[src/rtl/main_ram_arbiter.sv]
// Two-port arbiter in front of a single-port synchronous RAM.
// Each access takes four cycles: IDLE (grant), CMD, DATA and ACK.
module main_ram_arbiter #(
    parameter int ADDR_W      = 16,
    parameter int DATA_W      = 16,
    parameter int ROUND_ROBIN = 1
) (
    input  logic                clk,
    input  logic                reset,
    input  logic                a_req,
    input  logic                a_write,
    input  logic [ADDR_W-1:0]   a_addr,
    input  logic [DATA_W-1:0]   a_wdata,
    input  logic [DATA_W/8-1:0] a_be,
    output logic                a_ack,
    output logic [DATA_W-1:0]   a_rdata,
    input  logic                b_req,
    input  logic                b_write,
    input  logic [ADDR_W-1:0]   b_addr,
    input  logic [DATA_W-1:0]   b_wdata,
    input  logic [DATA_W/8-1:0] b_be,
    output logic                b_ack,
    output logic [DATA_W-1:0]   b_rdata,
    output logic [ADDR_W-1:0]   ram_address,
    output logic [DATA_W/8-1:0] ram_byteenable,
    output logic [DATA_W-1:0]   ram_writedata,
    output logic                ram_chipselect,
    output logic                ram_write,
    output logic                ram_clken,
    input  logic [DATA_W-1:0]   ram_readdata,
    output logic                busy
);

    typedef enum logic [1:0] {IDLE, CMD, DATA, ACK} state_t;

    state_t state;
    state_t state_next;
    logic   winner;
    logic   last_grant;
    logic   txn_write;
    logic   grant_b;

    // Port ids: 0 = A, 1 = B. B wins when alone, or on contention when A was served last.
    assign grant_b = b_req && (!a_req || ((ROUND_ROBIN != 0) && !last_grant));

    assign a_ack = (state == ACK) && !winner;
    assign b_ack = (state == ACK) && winner;
    assign busy  = (state != IDLE);

    always_ff @(posedge clk or posedge reset) begin
        if (reset) begin
            state <= IDLE;
        end else begin
            state <= state_next;
        end
    end

    always_comb begin
        state_next = state;
        case (state)
            IDLE:    if (a_req || b_req) state_next = CMD;
            CMD:     state_next = DATA;
            DATA:    state_next = ACK;
            ACK:     state_next = IDLE;
            default: state_next = IDLE;
        endcase
    end

    // The transaction kind is kept separately because ram_write drops after CMD.
    always_ff @(posedge clk or posedge reset) begin
        if (reset) begin
            ram_address    <= '0;
            ram_byteenable <= '0;
            ram_writedata  <= '0;
            ram_chipselect <= 1'b0;
            ram_write      <= 1'b0;
            ram_clken      <= 1'b0;
            winner         <= 1'b0;
            last_grant     <= 1'b1;
            txn_write      <= 1'b0;
            a_rdata        <= '0;
            b_rdata        <= '0;
        end else begin
            ram_clken <= 1'b1;
            case (state)
                IDLE: begin
                    if (a_req || b_req) begin
                        ram_address    <= grant_b ? b_addr  : a_addr;
                        ram_byteenable <= grant_b ? b_be    : a_be;
                        ram_writedata  <= grant_b ? b_wdata : a_wdata;
                        ram_chipselect <= 1'b1;
                        ram_write      <= grant_b ? b_write : a_write;
                        txn_write      <= grant_b ? b_write : a_write;
                        winner         <= grant_b;
                        last_grant     <= grant_b;
                    end else begin
                        ram_chipselect <= 1'b0;
                        ram_write      <= 1'b0;
                    end
                end
                CMD: begin
                    ram_chipselect <= 1'b0;
                    ram_write      <= 1'b0;
                end
                DATA: begin
                    if (!txn_write) begin
                        if (winner) begin
                            b_rdata <= ram_readdata;
                        end else begin
                            a_rdata <= ram_readdata;
                        end
                    end
                end
                ACK: begin
                end
                default: begin
                end
            endcase
        end
    end

endmodule

[config.mk]
export PLATFORM = sky130hd
export DESIGN_NAME = main_ram_arbiter
export DESIGN_NICKNAME = d
export VERILOG_FILES = /design/src/rtl/main_ram_arbiter.sv
export SDC_FILE = /design/constraint.sdc
export NUM_CORES = 1
export LEC_CHECK = 0
export CAP_MARGIN = 30
export CORE_MARGIN = 2
export CORE_UTILIZATION = 30
export DETAILED_ROUTE_END_ITERATION = 8
export HOLD_SLACK_MARGIN = 0.02
export PLACE_DENSITY = 0.64
export SYNTH_ARGS = -nofsm -noshare
export SYNTH_HDL_FRONTEND = slang
export SYNTH_SLANG_ARGS = --single-unit
[constraint.sdc]
create_clock -name clk -period 2.5 [get_ports clk]
set_input_delay 0.5 -clock clk [delete_from_list [all_inputs] [get_ports clk]]
set_output_delay 0.5 -clock clk [all_outputs]
set_load 0.005 [all_outputs]
Word-level counts from Yosys, hierarchy flattened:

Index checks and enable logic that the tools add are counted.
W data, S select, Z words.

* add/subtract/negate cells: 0
* $mul: 0
* div/mod/pow operators: 0
* magnitude comparators: 0
* eq/ne operators: 4
* shifts and indexed selects: 0
* multiplexer cells: 10
* bitwise gates (word level): 2
* reduce and logical (&&, ||, !) cells: 14

Operators with widths (count)
* $mux W16: 2
* $pmux W2 S4: 1
* $reduce_and A3 Y1: 2
* $eq A2 B2 Y1 const B: 2
* $mux W2: 2
* $pmux W1 S2: 2
* $reduce_bool A2 Y1: 2
* $logic_and A1 B1 Y1: 3
* $logic_not A1 Y1: 3
* $mux W1: 3
* $eq A2 B1 Y1 const B: 1
* $logic_not A2 Y1: 1
* $logic_or A1 B1 Y1: 2
* $ne A2 B2 Y1 const B: 1
* $not A1 Y1: 2
* $reduce_and A2 Y1: 1

* register bits: 74
* latch bits: 0
* RAM bits: 0
* ROM bits: 0
* bits of input ports: 90
* output and inout bits: 72
* word-level logic and storage cells: 42
* memories kept: 0

Depth between registers and ports, before layout:

Gate-level depths: netlist (run 1).

* depth in word-level cells: 6
* mapped depth: 7

Worst setup path after synthesis (run 1):

OpenSTA, ideal clock, no wires.

* path kind: register to register
* start: register state[0]
* end: register a_rdata[0]
* data arrival time: 1.498 ns
* required time: 2.375 ns
* setup slack: 0.877 ns
* stages on the path, launching flop included: 6
* path buffers: 1
* cell sequence: dfrtp_1 inv_1 ha_1 nor3b_4 buf_6 mux2_2

* word-level cells in the longest chain between the ends: 2

Ends and longest elaborated chain
* start, declared: RTL line 36 `state_t state;`
* start signal, assigned: RTL line 54 `state <= state_next;`
* $eq A2 B2 Y1: RTL line 85 `case (state)`
* $reduce_and A3 Y1 (no line)
* end signal, assigned: RTL line 110 `a_rdata <= ram_readdata;`
* end, declared: RTL line 16 `output logic [DATA_W-1:0] a_rdata,`

No other way between the ends.
A chain may end at the register's enable or synchronous reset.

Final worst setup path (run 1):

* start: register state[0]
* end: output port busy

* word-level cells in the longest chain between the ends: 1

Ends and longest elaborated chain
* $reduce_bool A2 Y1: RTL line 48 `assign busy = (state != IDLE);`
* end, declared: RTL line 31 `output logic busy`

No other way between the ends.

==> impl_metrics.json, run 1 <==
{
  "place_congestion": 0.6899,
  "port_buffers": 161,
  "hold_buffers": 0,
  "wl_per_cell_um": 14.17,
  "overflow": 0,
  "die_x_um": 107.1,
  "grt_max_degree": 75,
  "mostFrequentLayoutCells": "clkdlybuf4s50_1, dfrtp_1, nand2_1",
  "synth_top_cell_area_share_pct": 57.28,
  "hp-start": "ram_writedata[13]",
  "clock_sinks": 74,
  "antenna_found_initial": 0,
  "synth_area_leader_cell": "dfrtp_1",
  "ys_seq_area_share_pct": 58.10,
  "drv_slew": 0,
  "skew_ns": 0.009396,
  "synthCells": 254,
  "r2r-start": "state[0]",
  "rows": 37,
  "vdd_drop_max_mv": 0.3721,
  "synth_warnings": 0,
  "core_area_um2": 10320,
  "crit_end": "busy",
  "grt_pass1_wl_um": 12630,
  "fin_setup_tns_ns": 0,
  "synth_nets": 348,
  "clockBufferDepth": 2,
  "rr_worst_depth": 5,
  "final-hold-violation-count": 0,
  "n_antenna_cell": 0,
  "ys_ff_latch": 74,
  "run_status": "finished, final reports clean",
  "syn_to_final_growth_pct": 60.69,
  "vias_per_cell": 4.445,
  "critPathArrivalTime_ns": 1.76,
  "final_nets": 512,
  "finalPower_mw": 5.512,
  "drive_gt1_share_pct": 14.42,
  "power_density_nw_per_um2": 1076,
  "regToRegSetupSlack_ns": 0.72,
  "final_common_cell": "clkdlybuf4s50_1",
  "cp.required_ns": 2.00,
  "syn_area_um2": 3189,
  "cts-root-buf": "clkbuf_8",
  "die_h_um": 107.1,
  "die_area_um2": 11470,
  "hp-class": "register to register",
  "critical_path_class": "register to output port",
  "rsz0062_at_grt": "no",
  "finalSetupViolCount": 0,
  "r2r-end": "state[1]",
  "critPathCaptureType": "output port",
  "startpoint": "state[0]",
  "drt-total-wl_um": 7922,
  "leakage_nw": 2.272,
  "clk_pin_slew_ns": 0.08,
  "post_cts_buffers": 0,
  "synth_area_leaders": "dfrtp_1, mux2_2, mux2i_1, o21ai_0, nand2_1",
  "cts_resized": 0,
  "dr.first_iter.drc_count": 67,
  "cts_tree": "built",
  "synth.avg_cell_area_um2": 12.56,
  "utilization_pct": 49.64,
  "crit_path_start_kind": "register",
  "ios": 162,
  "cts_buffers": 9,
  "initial_core_util_pct": 30.89,
  "cap_violations": 0,
  "worstSkewPairLatency_ns": 0.33,
  "first_pass_iters": 4,
  "timing.fmax_mhz": 441.8,
  "grt_pass1_vias": 2502,
  "drtAntennaViolNets": 0,
  "synth_cell_type_count": 27,
  "cp_max_fo": 7,
  "finalCritPeriodShare_pct": 90.53,
  "grt_usage_pct": 14.16,
  "num_vias": 2485,
  "remaining_drc_errors": 0,
  "period_needed_ns": 2.263,
  "cts.htree.levels": 3,
  "dp_hpwl_um": 5903
}
worst max-delay path: stages, from the launching register on:
cell	delay, ns
dfrtp_1	0.41
inv_1	0.08
ha_1	0.31
inv_2	0.12
clkdlybuf4s50_1	0.50
layer usage:
metal / vias to the layer above / global-route usage [%] / wire length (µm)
li1: 1206 / - / -
met1: 1155 / 18.57 / 3518
met2: 120 / 20.75 / 3513
met3: 4 / 6.687 / 856
met4: 0 / 4.174 / 34
met5: - / 0 / 0
per-stage QoR:
stage               area, µm²  worst slack [ns]  hold WS (ns)  instances
floorplan                3189            0.1200        0.4704        254
global placement         4952            0.4024        0.4606        543
detailed placement       4952            0.3305        0.4699        543
CTS                      5125            0.1961        0.4861        559
global route             5125            0.1112        0.5169        559
finish                   5125            0.2366        0.4786        559
cell type report:
type	instances	area, µm²
Inverter	4	15.01
Tap cell	136	170.2
Clock inverter	5	31.28
Timing Repair Buffer	167	1694
Clock buffer	11	141.4
Sequential cell	74	1853
Multi-Input combinational cell	162	1220
Fill cell	952	5199
cells in the mapped netlist (all sizes together):
cell type,count
ha,4
mux2i,35
and2b,1
nor3,1
nand3b,1
nor2,2
nor3b,1
clkbuf,7
inv,4
o21ai,37
a21bo,1
or3,1
nand2,38
a31oi,1
buf,7
mux2,33
dfrtp,73
o31ai,1
and2,1
dfstp,1
conb,1
a21oi,3
power breakdown:
group          leakage (nW)  internal [mW]  total (mW)  switching, mW
registers             0.892           1.80        2.12          0.322
clock network        0.0891          0.385       0.820          0.435
logic                  1.29           1.65        2.57          0.920
total                  2.27           3.83        5.51           1.68
worst min path at each step:
stage                              to  slack (ns)  cells after the start
floorplan                   ram_write        0.47                      2
global placement      ram_address[15]        0.46                      2
detailed placement  ram_writedata[13]        0.47                      2
CTS                  ram_writedata[9]        0.49                      2
global route        ram_byteenable[1]        0.52                      2
finish              ram_writedata[13]        0.48                      2
flip-flops by register name, summed over array words and instances, names as in the netlist:
register        count
a_rdata            16
b_rdata            16
last_grant          1
ram_address        16
ram_byteenable      2
ram_chipselect      1
ram_clken           1
ram_write           1
ram_writedata      16
state               2
txn_write           1
winner              1
cells by family after synthesis:
family,count (synthesis),share of synthesized area [%]
and+or+nand+nor,46,6.434
AOI/OAI and AO/OA,43,7.140
muxes,68,22.75
adders and majority gates,4,1.569
DFF,74,58.10
buffers and inverters,18,3.884
other,1,0.1176
Note: power is estimated with default switching activity, not from simulation.
==> run 2: changes to the inputs <==
--- a/config.mk
+++ b/config.mk
@@ -11,6 +11,8 @@
 export DETAILED_ROUTE_END_ITERATION = 8
 export HOLD_SLACK_MARGIN = 0.02
 export PLACE_DENSITY = 0.64
+export RECOVER_POWER = 25
+export SETUP_SLACK_MARGIN = 0.1
 export SYNTH_ARGS = -nofsm -noshare
 export SYNTH_HDL_FRONTEND = slang
 export SYNTH_SLANG_ARGS = --single-unit
==> run 2 against run 1 <==
Against the previous run:
- the run now ends with max-capacitance violations, max-slew violations left
- global-route usage is the same
- maximum frequency is the same
- hold slack is the same
- routed wire length is essentially flat
- final area shrank 0.29%
==> impl_metrics.json, run 2 (synthesized netlist as in run 1, its figures left out) <==
{
  "clk_pin_slew_ns": 0.08,
  "p_sw_mw": 1.677,
  "hp-class": "register to register",
  "power_density_nw_per_um2": 1078,
  "rsz0062_at_grt": "no",
  "crit_path_start_kind": "register",
  "crit_family": "buffers and inverters",
  "swShare_pct": 30.44,
  "place_congestion": 0.6899,
  "finalCritPeriodShare_pct": 90.53,
  "pwr-share-clk_pct": 14.9,
  "critPathArrivalTime_ns": 1.76,
  "critPathCaptureType": "output port",
  "path_cells": "inv_1 -> ha_1 -> inv_2 -> clkdlybuf4s50_1",
  "first_pass_iters": 4,
  "final_nets": 512,
  "timing.fmax_mhz": 441.8,
  "overflow": 0,
  "critical_path_class": "register to output port",
  "n_antenna_cell": 0,
  "internal-power_mw": 3.832,
  "worstSkewPairLatency_ns": 0.33,
  "syn_to_final_growth_pct": 60.22,
  "hp-start": "ram_writedata[13]",
  "die_x_um": 107.1,
  "r2r-start": "state[0]",
  "fillers": 954,
  "seq_power_share_pct": 38.5,
  "grt_max_degree": 75,
  "rows": 37,
  "mostFrequentLayoutCells": "clkdlybuf4s50_1, dfrtp_1, nand2_1",
  "worstHoldEndpoint": "ram_writedata[13]",
  "fin_setup_tns_ns": 0,
  "port_buffers": 161,
  "dp_hpwl_um": 5903,
  "grt_pass1_wl_um": 12630,
  "ios": 162,
  "wl_per_cell_um": 14.18,
  "clockBufferDepth": 2,
  "regArea_um2": 1853,
  "cap_violations": 1,
  "die_area_um2": 11470,
  "grt_pass1_vias": 2502,
  "rr_worst_depth": 5,
  "post_cts_buffers": 0,
  "initial_core_util_pct": 30.89,
  "cts_buffers": 9,
  "min_path_cells": 2,
  "period_needed_ns": 2.263,
  "r2r-end": "state[1]",
  "cts_tree": "built",
  "dr.first_iter.drc_count": 67,
  "vias_per_cell": 4.445,
  "drv_slew": 75,
  "pwr-share-comb_pct": 46.6,
  "cts_resized": 0,
  "leakage_nw": 2.263,
  "remaining_drc_errors": 0,
  "die_h_um": 107.1,
  "finalSetupViolCount": 0,
  "drtAntennaViolNets": 0,
  "path_buf_inv": 3,
  "critPathMaxStageDelay_ns": 0.50,
  "drive_gt1_share_pct": 14.18,
  "run_status": "finished, violations left",
  "final_common_cell": "clkdlybuf4s50_1",
  "cts.htree.levels": 3,
  "final-hold-violation-count": 0,
  "worst_pin_slew_ns": 1.624,
  "regToRegSetupSlack_ns": 0.72,
  "cp.required_ns": 2.00,
  "grt_usage_pct": 14.16,
  "hold_buffers": 0,
  "drt-total-wl_um": 7925,
  "skew_ns": 0.009396,
  "cts-root-buf": "clkbuf_8",
  "violations": "max-capacitance violations, max-slew violations",
  "vdd_drop_max_mv": 0.3721,
  "clock_sinks": 74,
  "maxSlewHeadroom_pct": -8.262,
  "finalPower_mw": 5.508,
  "num_vias": 2485,
  "cp_max_fo": 7,
  "antenna_found_initial": 0,
  "core_area_um2": 10320,
  "slowest_stage": "clkdlybuf4s50_1",
  "multi_input_area_um2": 1220
}
-- run 2: worst max-delay path by stage --
stage / start / endpoint / slack, ns / depth (start not counted)
global route: reset / a_rdata[0] / 0.09 / 3
detailed placement: a_req / ram_address[0] / 0.33 / 5
global placement: a_req / ram_writedata[5] / 0.40 / 5
floorplan: reset / a_rdata[0] / 0.12 / 1
CTS: state[0] / busy / 0.20 / 4
finish: state[0] / busy / 0.24 / 4
-- run 2: power by group through the flow --
stage	Combinational, mW	Sequential, mW	Clock, mW
floorplan	1.07	2.17	0
CTS	2.63	2.13	0.857
global route	2.84	2.21	0.925
finish	2.57	2.12	0.820
global placement	2.59	2.12	0
detailed placement	2.62	2.15	0
-- run 2: metal layers --
layer / part of all wire, % / track usage [%] / vias up
li1: - / - / 1206
met1: 44 / 18.57 / 1155
met2: 44 / 20.75 / 120
met3: 11 / 6.687 / 4
met4: 0.43 / 4.174 / 0
met5: 0 / 0 / -
-- run 2: area by class of cell --
cell class | instances | share of cell area [%]
tap | 136 | 3.330
multi-input combinational | 162 | 23.87
timing repair buffer | 167 | 32.86
clock buffer | 11 | 2.767
clock inverter | 5 | 0.6121
sequential | 74 | 36.26
inverter | 4 | 0.2938
-- run 2: through the flow --
| stage | setup slack, ns | instances | area (µm²) | util [%] | hold slack, ns |
|---|---|---|---|---|---|
| floorplan | 0.1200 | 254 | 3189 | - | 0.4704 |
| global placement | 0.4024 | 543 | 4952 | 47.97 | 0.4606 |
| detailed placement | 0.3305 | 543 | 4952 | 47.97 | 0.4699 |
| CTS | 0.1961 | 559 | 5125 | 49.64 | 0.4861 |
| global route | 0.09209 | 559 | 5110 | 49.50 | 0.5169 |
| finish | 0.2366 | 559 | 5110 | 49.50 | 0.4786 |
-- run 2: worst reg2reg max path, stage by stage (launching register included) --
cell     delay, ns
dfrtp_1       0.43
inv_1         0.10
ha_1          0.34
inv_2         0.09
or3_1         0.41
mux2_4        0.30
